<file path="src/rtl/input_loader.sv">
// input_loader: byte-serial front end that fills the first-layer kernel
// register and the binary image register. A load is 9 weight bytes followed
// by 98 pixel bytes over a valid/ready handshake. The completed image and
// kernel set are then held stable for the compute layers.
module input_loader #(
  parameter int N_WGT_BYTES = 9,
  parameter int N_PIX_BYTES = 98
) (
  input  logic                       clk,
  input  logic                       rst_n,
  input  logic [2:0]                 state,
  input  logic [7:0]                 data_in,
  input  logic                       data_valid,
  output logic                       data_ready,
  output logic [8*N_WGT_BYTES-1:0]   weights,
  output logic [8*N_PIX_BYTES-1:0]   pixels,
  output logic                       load_done,
  output logic                       overflow_err
);

  localparam logic [2:0] S_LOAD = 3'b001;

  // Loader FSM encoding. HOLD is DONE after the top-level FSM has left
  // s_LOAD, so a later return to s_LOAD can be told apart from staying in it.
  localparam logic [2:0] ST_IDLE = 3'd0;
  localparam logic [2:0] ST_WGT  = 3'd1;
  localparam logic [2:0] ST_PIX  = 3'd2;
  localparam logic [2:0] ST_DONE = 3'd3;
  localparam logic [2:0] ST_HOLD = 3'd4;

  localparam logic [6:0] LAST_WGT = 7'(N_WGT_BYTES - 1);
  localparam logic [6:0] LAST_PIX = 7'(N_PIX_BYTES - 1);

  logic [2:0]               state_q, state_d;
  logic [6:0]               cnt_q, cnt_d;
  logic [8*N_WGT_BYTES-1:0] weights_q, weights_d;
  logic [8*N_PIX_BYTES-1:0] pixels_q, pixels_d;
  logic                     done_q, done_d;
  logic                     ovf_q, ovf_d;
  logic                     in_load;

  assign in_load = (state == S_LOAD);

  // Ready is a pure decode of the registered FSM state; no path from valid.
  assign data_ready = (state_q == ST_WGT) || (state_q == ST_PIX);

  // Next-state, counter and byte-lane write logic.
  always_comb begin
    // NOTE: every variable gets its current value first so no path through
    // the case below can leave one unassigned and infer a latch.
    state_d   = state_q;
    cnt_d     = cnt_q;
    weights_d = weights_q;
    pixels_d  = pixels_q;
    done_d    = done_q;
    ovf_d     = ovf_q;

    unique case (state_q)
      ST_IDLE, ST_HOLD: begin
        // Any (re-)entry to s_LOAD starts a fresh load at weight byte 0.
        if (in_load) begin
          state_d = ST_WGT;
          cnt_d   = '0;
          done_d  = 1'b0;
          ovf_d   = 1'b0;
        end
      end

      ST_WGT: begin
        if (!in_load) begin
          // Abort wins over a beat offered on the same edge.
          state_d = ST_IDLE;
          cnt_d   = '0;
        end else if (data_valid) begin
          for (int k = 0; k < N_WGT_BYTES; k++) begin
            if (cnt_q == 7'(k)) weights_d[8*k +: 8] = data_in;
          end
          if (cnt_q == LAST_WGT) begin
            state_d = ST_PIX;
            cnt_d   = '0;
          end else begin
            cnt_d = cnt_q + 7'd1;
          end
        end
      end

      ST_PIX: begin
        if (!in_load) begin
          state_d = ST_IDLE;
          cnt_d   = '0;
        end else if (data_valid) begin
          for (int m = 0; m < N_PIX_BYTES; m++) begin
            if (cnt_q == 7'(m)) pixels_d[8*m +: 8] = data_in;
          end
          cnt_d = cnt_q + 7'd1;
          if (cnt_q == LAST_PIX) begin
            state_d = ST_DONE;
            done_d  = 1'b1;
          end
        end
      end

      ST_DONE: begin
        // Beats offered after completion are dropped and flagged.
        if (in_load && data_valid) ovf_d = 1'b1;
        if (!in_load) state_d = ST_HOLD;
      end

      default: begin
        state_d = ST_IDLE;
        cnt_d   = '0;
      end
    endcase
  end

  // State registers, including the wide data registers.
  always_ff @(posedge clk or negedge rst_n) begin
    if (!rst_n) begin
      state_q   <= ST_IDLE;
      cnt_q     <= '0;
      // NOTE: the data registers are reset too (unlike a typical RAM) because
      // the compute layers must see all-zero weights and pixels after reset.
      weights_q <= '0;
      pixels_q  <= '0;
      done_q    <= 1'b0;
      ovf_q     <= 1'b0;
    end else begin
      // NOTE: non-blocking assignments so every register updates from the
      // same pre-edge values regardless of statement order.
      state_q   <= state_d;
      cnt_q     <= cnt_d;
      weights_q <= weights_d;
      pixels_q  <= pixels_d;
      done_q    <= done_d;
      ovf_q     <= ovf_d;
    end
  end

  assign weights      = weights_q;
  assign pixels       = pixels_q;
  assign load_done    = done_q;
  assign overflow_err = ovf_q;

endmodule
</file>
<file path="config.mk">
export PLATFORM = sky130hd
export DESIGN_NAME = input_loader
export DESIGN_NICKNAME = d
export VERILOG_FILES = /design/src/rtl/input_loader.sv
export SDC_FILE = /design/constraint.sdc
export NUM_CORES = 1
export LEC_CHECK = 0
export BUFFER_PORTS_ARGS = -buffer_cell sky130_fd_sc_hd__buf_2
export CORE_AREA = 2 2 342 344
export CTS_BUF_LIST = sky130_fd_sc_hd__clkbuf_2 sky130_fd_sc_hd__clkbuf_4 sky130_fd_sc_hd__clkbuf_8
export DETAILED_ROUTE_END_ITERATION = 8
export DIE_AREA = 0 0 344 346
export SYNTH_ARGS = -nofsm -noshare
export SYNTH_HDL_FRONTEND = slang
export SYNTH_SLANG_ARGS = --single-unit
</file>
<file path="constraint.sdc">
create_clock -name clk -period 3.5 [get_ports clk]
set_input_delay 0.35 -clock clk [delete_from_list [all_inputs] [get_ports clk]]
set_output_delay 0.35 -clock clk [all_outputs]
set_load 0.005 [all_outputs]
</file>
## Yosys cells after proc, flatten, opt, wreduce, memory -nomap -nowiden

Index checks and enable logic that the tools add are counted.

| operators by class | value |
|---|---|
| bitwise logic cells | 1 |
| order comparisons | 0 |
| reductions and logical operators | 118 |
| equal/unequal tests | 112 |
| add/subtract/negate cells | 1 |
| multipliers | 0 |
| divide/modulo/power cells | 0 |
| shifts and indexed selects | 0 |
| muxes and demuxes | 23 |

Operator list:

| kind | count |
|---|---|
| AND reduction 4 bit | 108 |
| equality test 7 bit (second input constant) | 34 |
| equality test 7 x 6 -> 1 bit (second input constant) | 32 |
| equality test 7 x 5 -> 1 bit (second input constant) | 16 |
| equality test 7 x 4 -> 1 bit (second input constant) | 8 |
| 2-to-1 mux 7 bit | 6 |
| equality test 7 x 3 -> 1 bit (second input constant) | 4 |
| case mux 7 bit (4 select lines) | 1 |
| 2-to-1 mux 3 bit | 8 |
| equality test 7 x 2 -> 1 bit (second input constant) | 2 |
| case mux 3 bit (4 select lines) | 1 |
| != test 2 bit (second input constant) | 5 |
| adder 7 x 1 -> 7 bit (second input constant) | 1 |
| equality test 7 x 1 -> 1 bit (second input constant) | 1 |
| logical NOT 7 bit | 1 |
| equality test 3 x 1 -> 1 bit (second input constant) | 2 |
| equality test 3 x 2 -> 1 bit (second input constant) | 2 |
| != test 3 x 2 -> 1 bit (second input constant) | 2 |
| != test 3 bit (second input constant) | 2 |
| AND reduction 6 bit | 1 |
| 2-to-1 mux 1 bit | 5 |
| AND reduction 5 bit | 1 |
| case mux 1 bit (2 select lines) | 2 |
| nonzero test 2 bit | 2 |
| 8 further kinds | 8 |

| word-level totals | value |
|---|---|
| ROM bits | 0 |
| memories | 0 |
| memory bits (writable) | 0 |
| bits in latches | 0 |
| bits of input ports | 14 |
| output and inout bits | 859 |
| register bits | 868 |
| word-level logic and storage cells | 366 |

## Logic depth before layout (Yosys ltp)

Gate-level depths: netlist of the first run.

| depth | value |
|---|---|
| word-level depth | 5 |
| depth in mapped cells | 8 |
| gate-level depth less buffers | 6 |

## Least setup slack after synthesis of the first run

No wires, ideal clock.

| path | value |
|---|---|
| kind | reg2reg |
| start point | register state_q[2] |
| end point | register pixels_q[416], in the netlist pixels[416] |
| cell stages (with the launch flop) | 7 |
| library setup time | 0.125 ns |
| buffers on the path | 2 |
| setup slack | 1.010 ns |
| data arrival time | 2.365 ns |
| cell sequence | dfrtp_1 > or4b_4 > or4_1 > buf_4 > buf_6 > nor2_8 > mux2_2 |

| between the ends | value |
|---|---|
| longest elaborated chain between the ends | 2 |

RTL lines:

| item | line | RTL |
|---|---|---|
| start, declared | 34 | `logic [2:0] state_q, state_d;` |
| start signal, assigned | 130 | `state_q <= state_d;` |
| equality test 3 x 2 -> 1 bit | 58 | `unique case (state_q)` |
| AND reduction 4 bit (no source line) | n/a |  |
| end signal, assigned | 133 | `pixels_q <= pixels_d;` |
| end, declared | 37 | `logic [8*N_PIX_BYTES-1:0] pixels_q, pixels_d;` |

No other way between the ends.
A chain may end at the register's enable or synchronous reset.

## Worst setup path after layout of the first run

| path | value |
|---|---|
| start point | register state_q[2] |
| end point | register pixels_q[750], in the netlist pixels[750] |

The elaborated chain is that of the path after synthesis.

==> impl_metrics.yaml, run 1 <==
power:
  leakage_nw: 24.9
  power_density_mw_per_mm2: 482
  vdd_drop_max_mv: 0.394
critical_path:
  path_buf_inv: 2
  cp_max_fo: 8
  timing_worst_setup_path_type: "reg -> reg"
  crit_chain: "nor4b_1, dlygate4sd3_1, buf_4, nand3b_1, nor3_2, mux2_2"
  crit_path_start_kind: "flop"
  max_stage_delay_ns: 0.69
  slowest_stage: "nor3_2"
  worstPathRequired_ns: 4.19
  critPathTopFamily: "simple AND/OR/NAND/NOR gates"
  crit_arrival_ns: 3.91
  end_kind: "flop"
yosys:
  ys_ff_latch: 868
  synth_top_family_by_area: "multiplexers"
  yosys.area_share.simple_pct: 4.36
  yosysUniqueCellTypes: 57
  avgSynthCellArea_um2: 16.0
  synthTopCellsByArea: "dfrtp_1 65%, mux2_2 26%, mux2_1 2.7%"
  async_flop_share_pct: 100
  yosysSeqAreaShare_pct: 64.6
  synthMuxAreaShare_pct: 28.7
  synth_edf_count: 0
  synth_fa_ha_area_share_pct: 0.178
  netlist_area_mm2: 0.0336
  yosysTopAreaCellShare_pct: 64.6
  ys.flop_type: "dfrtp_1"
  synth_area_leader_cell: "dfrtp_1"
  synth_warnings: 0
  syn_inst: 2097
  synth_compound_area_share_pct: 0.569
  syn-num-nets: 2115
  yosys.area_share.xor_xnor_pct: 0.0260
routing:
  drc_errors: 0
  post_drt_via_cell_ratio: 4.62
  drt_wl_total_um: 117000
  dr_total_vias: 21800
  dr.pass1.iters: 5
  drtIter0Drc: 985
  wire_per_inst_um: 24.8
  ant_nets: 0
clock_tree:
  cts.sinks: 868
  tritoncts: "yes"
  clock_path_buffers: 3
  cts_made_buffers: 153
  clk-insertion-delay-late_ns: 0.82
  path_clk_slew_ns: 0.06
  htree_num_levels: 4
  root_buffer: "clkbuf_8"
timing:
  finalClockSkew_ns: 0.0346
  finalCritPeriodShare_pct: 91.9
  period_needed_ns: 3.22
  hold_viol: 0
  rsz0062_at_grt: "false"
  finalSetupViolations: 0
  max_freq_mhz: 311
  maxSlewHeadroom_pct: 39.3
  fin_tns_setup_ns: 0
  slew_viol_final: 0
  worst_slack_ns: 0.283
  worst_pin_slew_ns: 0.911
min_path:
  hold_class: "in -> reg"
cells_and_area:
  fill_cells: 11200
  regArea_mm2: 0.0217
  multi_input_area_mm2: 0.0114
  final_common_cell: "dfrtp_1"
  fin_nets: 3102
  drive_gt1_share_pct: 65.2
  final_cell_mix: "868 x dfrtp_1, 863 x buf_2, 776 x mux2_2"
  syn_to_final_growth_pct: 29.5
die:
  die_h_um: 346
  chipWidth_um: 344
  fp.dieArea_mm2: 0.119
  fp.coreArea_mm2: 0.115
  ioPinCount: 873
  rows: 125
  initial_core_util_pct: 29.2
run:
  drv_cap: 0
grt:
  grt_use_total_pct: 19.5
  grt_pass1_vias: 22800
  grt_max_degree: 108
  grt_pass1_wl_um: 168000
  antenna_found_initial: 2
  grt_overflow: 0
placement:
  hpwlAfterDp_um: 81900
  routabilityCongestion: 0.805
  portBuffers: 872
  preCtsSetupSlack_ns: 0.337
status:
  run_status: "finished clean"
## per-stage QoR
stage	utilization, %	hold slack (ns)	power [mW]	instance area (um^2)	cells
floorplan	-	0.0544	10.7	33600	2097
global placement	34.9	0.465	11.4	40300	4450
detailed placement	34.9	0.475	11.4	40300	4450
CTS	37.7	0.00880	21.4	43600	4714
global route	37.7	0.0383	21.9	43600	4715
finish	37.7	0.105	21.0	43600	4718
## worst reg2reg max path, delay by kind of cell (launching register included)
kind	cells	cell delay, ns
buffers and inverters	2	0.81
and+or+nand+nor	3	1.38
DFF	1	0.48
muxes	1	0.42
## metal layers
layer / global-route usage, % / up-vias / wire length (um)
met3: 5.88 / 171 / 8490
met5: 0 / - / 0
met2: 31.8 / 763 / 56400
met4: 6.38 / 0 / 3130
met1: 24.5 / 11500 / 49100
li1: - / 9389 / -
## layout make-up
class	instances	area share, %
Timing Repair Buffer	961	12.2
Multi-Input combinational cell	1092	26.2
Clock inverter	32	0.755
Sequential cell	868	49.9
Antenna cell	4	0.0230
Inverter	8	0.0689
Tap cell	1524	4.38
Clock buffer	229	6.56
## kinds of logic (layout without fill, tap and decap cells)
group                    after synthesis  in the layout
AO/OA/AOI/OAI                         23             23
XOR/XNOR                               1              1
adder cells (fa/ha/maj)                5              5
buffers and inverters                137           1230
flip-flops                           868            868
multiplexers                         858            858
other                                  0              4
AND/OR/NAND/NOR                      205            205
## Yosys cell counts, types with 2 or more instances
master     count
and2_0         2
nand2_1       38
nor2_4         8
nor4_4         7
a221oi_1       3
o2bb2ai_1      3
nand2b_1       8
mux2_1        81
nor3_2         3
dfrtp_1      868
nor3_1         5
nor4b_1        4
buf_2          6
nand3b_1       2
nand4_1        3
or4_1          2
ha_1           4
nor3_4         2
nand3_1       19
o21ai_0        2
nand2_2       38
mux2_2       776
nor2_1        24
buf_4          3
a211oi_1       2
nor2b_1        3
or2_2          3
nand3_2        4
and3_1         7
nor2_2         4
nor2_8        10
buf_1          4
clkbuf_1     115
o31ai_1        2
a2111oi_0      2
inv_1          8
and3b_1        2
## registers in the layout, indices dropped and copies added, names as in the netlist
signal and cells:
overflow_err 1, cnt_q 7, load_done 1, state_q 3, weights 72, pixels 784
## path summary, 6_finish.rpt
kind | startpoint | to | slack (ns) | cells after the start
setup / recovery | state_q[2]$_DFFE_PN0P_ | pixels[750]$_DFFE_PN0P_ | 0.28 | 6
hold / removal | data_in[2] | pixels[762]$_DFFE_PN0P_ | 0.10 | 2
setup reg to reg | state_q[2]$_DFFE_PN0P_ | pixels[750]$_DFFE_PN0P_ | 0.28 | 6
hold reg to reg | pixels[69]$_DFFE_PN0P_ | pixels[69]$_DFFE_PN0P_ | 0.48 | 1
max in group asynchronous | rst_n | pixels[739]$_DFFE_PN0P_ | 2.08 | 3
min in group asynchronous | rst_n | pixels[421]$_DFFE_PN0P_ | 0.20 | 2
## timing repair
action / CTS / global route
hold buffers: 3 / 0
resized for setup: 0 / 0
endpoints found under the hold margin: 64 / 0
setup buffers: 0 / 0
## where the power goes
group	leakage (nW)	internal (mW)	switching, mW	total (mW)
Clock	1.69	5.47	4.35	9.82
Combinational	11.1	0.289	0.671	0.961
Sequential	12.1	10.1	0.0806	10.2
Total	24.9	15.9	5.10	21.0
(Power assumes the default switching activity.)
==> inputs of run 2 (changes only) <==
==> constraint.sdc (replaced) <==
create_clock -name clk -period 3.08 [get_ports clk]
set_input_delay 0.308 -clock clk [delete_from_list [all_inputs] [get_ports clk]]
set_output_delay 0.308 -clock clk [all_outputs]
set_load 0.005 [all_outputs]
==> impl_metrics.yaml, run 2 (synthesized netlist as in run 1, its figures left out) <==
die:
  initial_core_util_pct: 29.2
  fp.coreArea_mm2: 0.115
  fp.dieArea_mm2: 0.119
  ioPinCount: 873
  chipWidth_um: 344
  rows: 125
  die_h_um: 346
grt:
  antenna_found_initial: 2
  grt_pass1_vias: 22600
  grt_use_total_pct: 19.6
  grt_overflow: 0
  grt_max_degree: 108
  grt_pass1_wl_um: 169000
cells_and_area:
  fill_cells: 11200
  syn_to_final_growth_pct: 30.2
  regArea_mm2: 0.0217
  final_cell_mix: "868 x dfrtp_1, 863 x buf_2, 776 x mux2_2"
  largest_reg_flops: 784
  fin_nets: 3130
  multi_input_area_mm2: 0.0114
  stdcell_count: 4743
  drive_gt1_share_pct: 65.5
  final_common_cell: "dfrtp_1"
power:
  p_seq_share_pct: 48.2
  switching_share_pct: 23.9
  vdd_drop_max_mv: 0.437
  leakage_nw: 25.0
  power.switching_mw: 5.75
  power_frac_comb_pct: 4.9
  intPower_mw: 18.3
  total_power_mw: 24.1
  clockPowerShare_pct: 47.0
  power_density_mw_per_mm2: 549
critical_path:
  slowest_stage: "or4_2"
  cp_max_fo: 8
  worstPathRequired_ns: 3.76
  crit_chain: "or4b_4, or4_2, buf_4, nor3_4, mux2_2"
  cp-endpoint: "pixels[390]$_DFFE_PN0P_"
  timing_worst_setup_path_type: "reg -> reg"
  r2r-start: "state_q[2]$_DFFE_PN0P_"
  max_stage_delay_ns: 0.73
  r2r_cells: 5
  ff2ff_setup_slack_ns: 0.27
  crit_arrival_ns: 3.49
  end_kind: "flop"
  rr_endpoint: "pixels[390]$_DFFE_PN0P_"
  crit_path_start_kind: "flop"
  critPathLaunch: "state_q[2]$_DFFE_PN0P_"
clock_tree:
  cts-resized-gates: 0
  tritoncts: "yes"
  path_clk_slew_ns: 0.06
  htree_num_levels: 4
  clk-insertion-delay-late_ns: 0.83
  cts.sinks: 868
  clock_path_buffers: 3
  root_buffer: "clkbuf_8"
  cts_made_buffers: 151
min_path:
  hold_class: "in -> async"
routing:
  dr.pass1.iters: 5
  drc_errors: 0
  drt_wl_total_um: 118000
  ant_nets: 0
  post_drt_via_cell_ratio: 4.64
  wire_per_inst_um: 24.9
  drtIter0Drc: 940
  dr_total_vias: 22000
placement:
  dp_cells: 4478
  preCtsSetupSlack_ns: 0.167
  portBuffers: 872
  hpwlAfterDp_um: 81700
  routabilityCongestion: 0.831
timing:
  finalCritPeriodShare_pct: 91.3
  period_needed_ns: 2.81
  finalClockSkew_ns: 0.0626
  worst_slack_ns: 0.268
  hold_viol: 0
  max_freq_mhz: 356
  finalSetupViolations: 0
  hold-worst-slack_ns: 0.0800
  worst_pin_slew_ns: 0.799
  fin_tns_setup_ns: 0
  rsz0062_at_grt: "false"
  maxSlewHeadroom_pct: 46.7
  slew_viol_final: 0
run:
  drv_cap: 0
status:
  run_status: "finished clean"
-- run 2: area by class of cell --
| class | instances | share of cell area (%) |
|---|---|---|
| Antenna cell | 2 | 0.0114 |
| Multi-Input combinational cell | 1092 | 26.0 |
| Inverter | 8 | 0.0685 |
| Timing Repair Buffer | 991 | 12.6 |
| Tap cell | 1524 | 4.35 |
| Sequential cell | 868 | 49.6 |
| Clock buffer | 236 | 6.74 |
| Clock inverter | 22 | 0.640 |
-- run 2: worst min-delay path by stage --
stage | from | to | slack [ns] | cells past startpoint
global route | rst_n | pixels[443]$_DFFE_PN0P_ | 0.05 | 2
floorplan | rst_n | cnt_q[0]$_DFFE_PN0P_ | 0.01 | 0
CTS | rst_n | weights[51]$_DFFE_PN0P_ | 0.002 | 2
global placement | rst_n | weights[51]$_DFFE_PN0P_ | 0.36 | 1
detailed placement | rst_n | weights[51]$_DFFE_PN0P_ | 0.37 | 1
finish | rst_n | weights[51]$_DFFE_PN0P_ | 0.08 | 2
-- run 2: per-stage QoR --
stage | util (%) | area [um^2]
final | 38.0 | 43800
after global routing | 38.0 | 43800
after CTS | 38.0 | 43800
after detailed placement | 35.1 | 40500
after global placement | 35.1 | 40500
after floorplan | - | 33600
-- run 2: per-layer routing --
layer  track usage [%]  part of all wire [%]
met1              24.5                    42
met4              6.95                   2.9
met3              6.15                   7.4
met5                 0                     0
met2              31.7                    48
-- run 2: worst max-delay path, delay by kind of cell, from the launching register on --
kind / cells / cell delay (ns)
and+or+nand+nor: 3 / 1.62
muxes: 1 / 0.39
DFF: 1 / 0.38
buffers and inverters: 1 / 0.26
-- run 2: power by group through the flow --
stage / Clock, mW / Combinational (mW) / Sequential (mW)
6_report: 11.3 / 1.17 / 11.6
5_1_grt: 12.1 / 1.28 / 11.6
4_1_cts: 11.7 / 1.20 / 11.6
3_5_place_dp: 0 / 1.19 / 11.8
3_3_place_gp: 0 / 1.19 / 11.8
2_1_floorplan: 0 / 0.411 / 11.8
-- run 2: timing repair --
item / CTS / global route
hold buffers: 5 / 0
hold endpoints to repair: 339 / 0
buffers inserted: 0 / 0
==> inputs of run 3 (changes only) <==
--- a/config.mk
+++ b/config.mk
@@ -10,6 +10,7 @@
 export CTS_BUF_LIST = sky130_fd_sc_hd__clkbuf_2 sky130_fd_sc_hd__clkbuf_4 sky130_fd_sc_hd__clkbuf_8
 export DETAILED_ROUTE_END_ITERATION = 8
 export DIE_AREA = 0 0 344 346
+export GPL_TIMING_DRIVEN = 0
 export SYNTH_ARGS = -nofsm -noshare
 export SYNTH_HDL_FRONTEND = slang
 export SYNTH_SLANG_ARGS = --single-unit
==> impl_metrics.yaml, run 3 (synthesized netlist as in run 1, its figures left out) <==
power:
  vdd_drop_max_mv: 0.382
  power_density_mw_per_mm2: 551
  total_power_mw: 24.1
  leakage_nw: 24.8
cells_and_area:
  fin_util_pct: 37.9
  largest_reg_flops: 784
  syn_to_final_growth_pct: 30.1
  fill_cells: 11200
  final_common_cell: "buf_2"
  final_cell_mix: "869 x buf_2, 868 x dfrtp_1, 776 x mux2_2"
  drive_gt1_share_pct: 63.0
  fin_nets: 3161
routing:
  drt_wl_total_um: 123000
  drc_errors: 0
  dr.pass1.iters: 5
  post_drt_via_cell_ratio: 4.64
  wire_per_inst_um: 25.7
  dr_total_vias: 22200
  ant_nets: 0
  drtIter0Drc: 923
die:
  die_h_um: 346
  initial_core_util_pct: 29.2
  fp.coreArea_mm2: 0.115
  fp.dieArea_mm2: 0.119
  ioPinCount: 873
  chipWidth_um: 344
  rows: 125
min_path:
  hold_class: "in -> reg"
  hold_depth: 5
clock_tree:
  htree_num_levels: 4
  root_buffer: "clkbuf_8"
  cts.sinks: 868
  path_clk_slew_ns: 0.07
  cts_made_buffers: 151
  tritoncts: "yes"
  clock_path_buffers: 3
  clk-insertion-delay-late_ns: 0.82
timing:
  slew_viol_final: 0
  finalCritPeriodShare_pct: 95.4
  hold_viol: 0
  fin_tns_setup_ns: 0
  max_freq_mhz: 340
  rsz0062_at_grt: "false"
  finalSetupViolations: 0
  worst_slack_ns: 0.142
  period_needed_ns: 2.94
  worst_pin_slew_ns: 1.22
  finalClockSkew_ns: 0.0375
  maxSlewHeadroom_pct: 18.6
grt:
  grt_use_total_pct: 20.3
  antenna_found_initial: 9
  grt_pass1_vias: 23100
  grt_max_degree: 120
  grt_pass1_wl_um: 173000
  grt_overflow: 0
critical_path:
  timing_worst_setup_path_type: "reg -> reg"
  crit_arrival_ns: 3.62
  crit_chain: "or4b_4, buf_4, nor2_1, nand3_1, mux2_2"
  cp_max_fo: 10
  path_buf_inv: 1
  worstPathRequired_ns: 3.76
  max_stage_delay_ns: 0.58
  r2r_cells: 5
  crit_path_start_kind: "flop"
  end_kind: "flop"
  critPathTopFamily: "simple AND/OR/NAND/NOR gates"
  slowest_stage: "or4b_4"
  crit_cells: 5
placement:
  portBuffers: 864
  routabilityCongestion: 0.809
  hpwlAfterDp_um: 90400
  preCtsSetupSlack_ns: -0.473
run:
  drv_cap: 0
status:
  run_status: "finished clean"
-- run 3: area by class of cell --
type | instances | area (um^2) | share of cell area (%)
inverter | 8 | 30.0 | 0.0686
buffer | 129 | 519 | 1.19
multi-input combinational | 1092 | 11500 | 26.3
clock buffer | 244 | 3000 | 6.84
antenna | 6 | 15.0 | 0.0343
tap | 1524 | 1910 | 4.36
sequential | 868 | 21700 | 49.6
clock inverter | 26 | 287 | 0.655
timing repair buffer | 893 | 4790 | 11.0
-- run 3: through the flow --
stage | std cells | cell area [um^2] | hold slack (ns)
finish | 4790 | 43800 | 0.114
detailed placement | 4494 | 40100 | 0.124
global placement | 4485 | 39900 | 0.465
floorplan | 2097 | 33600 | 0.0124
CTS | 4782 | 43700 | 0.0371
global route | 4785 | 43800 | 0.0978
-- run 3: repair_timing --
action | in CTS | in global routing
buffers inserted | 12 | 2
hold buffers | 6 | 0
pin swaps | 7 | 2
setup endpoints to repair | 345 | 152
hold endpoints to repair | 124 | 0
gates resized for setup | 14 | 11
-- run 3: power breakdown --
part | internal [mW] | leakage (nW) | switching (mW)
clock network | 6.43 | 1.74 | 4.93
logic | 0.316 | 11.0 | 0.859
registers | 11.5 | 12.1 | 0.0606
-- run 3: layer usage --
metal	track usage (%)	vias up	part of all wire, %
met5	0	-	0
met4	7.42	0	3.1
met1	24.9	11700	41
li1	-	9531	-
met3	5.82	196	7.0
met2	33.9	779	49
-- run 3: worst paths after layout --
check                           slack (ns)                    from                      end
worst max register to register        0.14  state_q[2]$_DFFE_PN0P_   pixels[86]$_DFFE_PN0P_
worst min-delay path                  0.11                state[0]    load_done$_DFFE_PN0P_
worst max-delay path                  0.14  state_q[2]$_DFFE_PN0P_   pixels[86]$_DFFE_PN0P_
min in group asynchronous             0.12                   rst_n  pixels[408]$_DFFE_PN0P_
max in group asynchronous             0.70                   rst_n  pixels[217]$_DFFE_PN0P_
worst min register to register        0.48  pixels[44]$_DFFE_PN0P_   pixels[44]$_DFFE_PN0P_
-- run 3: tightest hold or removal path, cell delays in order --
cell and delay [ns]:
buf_2 0.11, nor3b_1 0.20, nand2_1 0.14, nand2_1 0.07, nand2_1 0.06
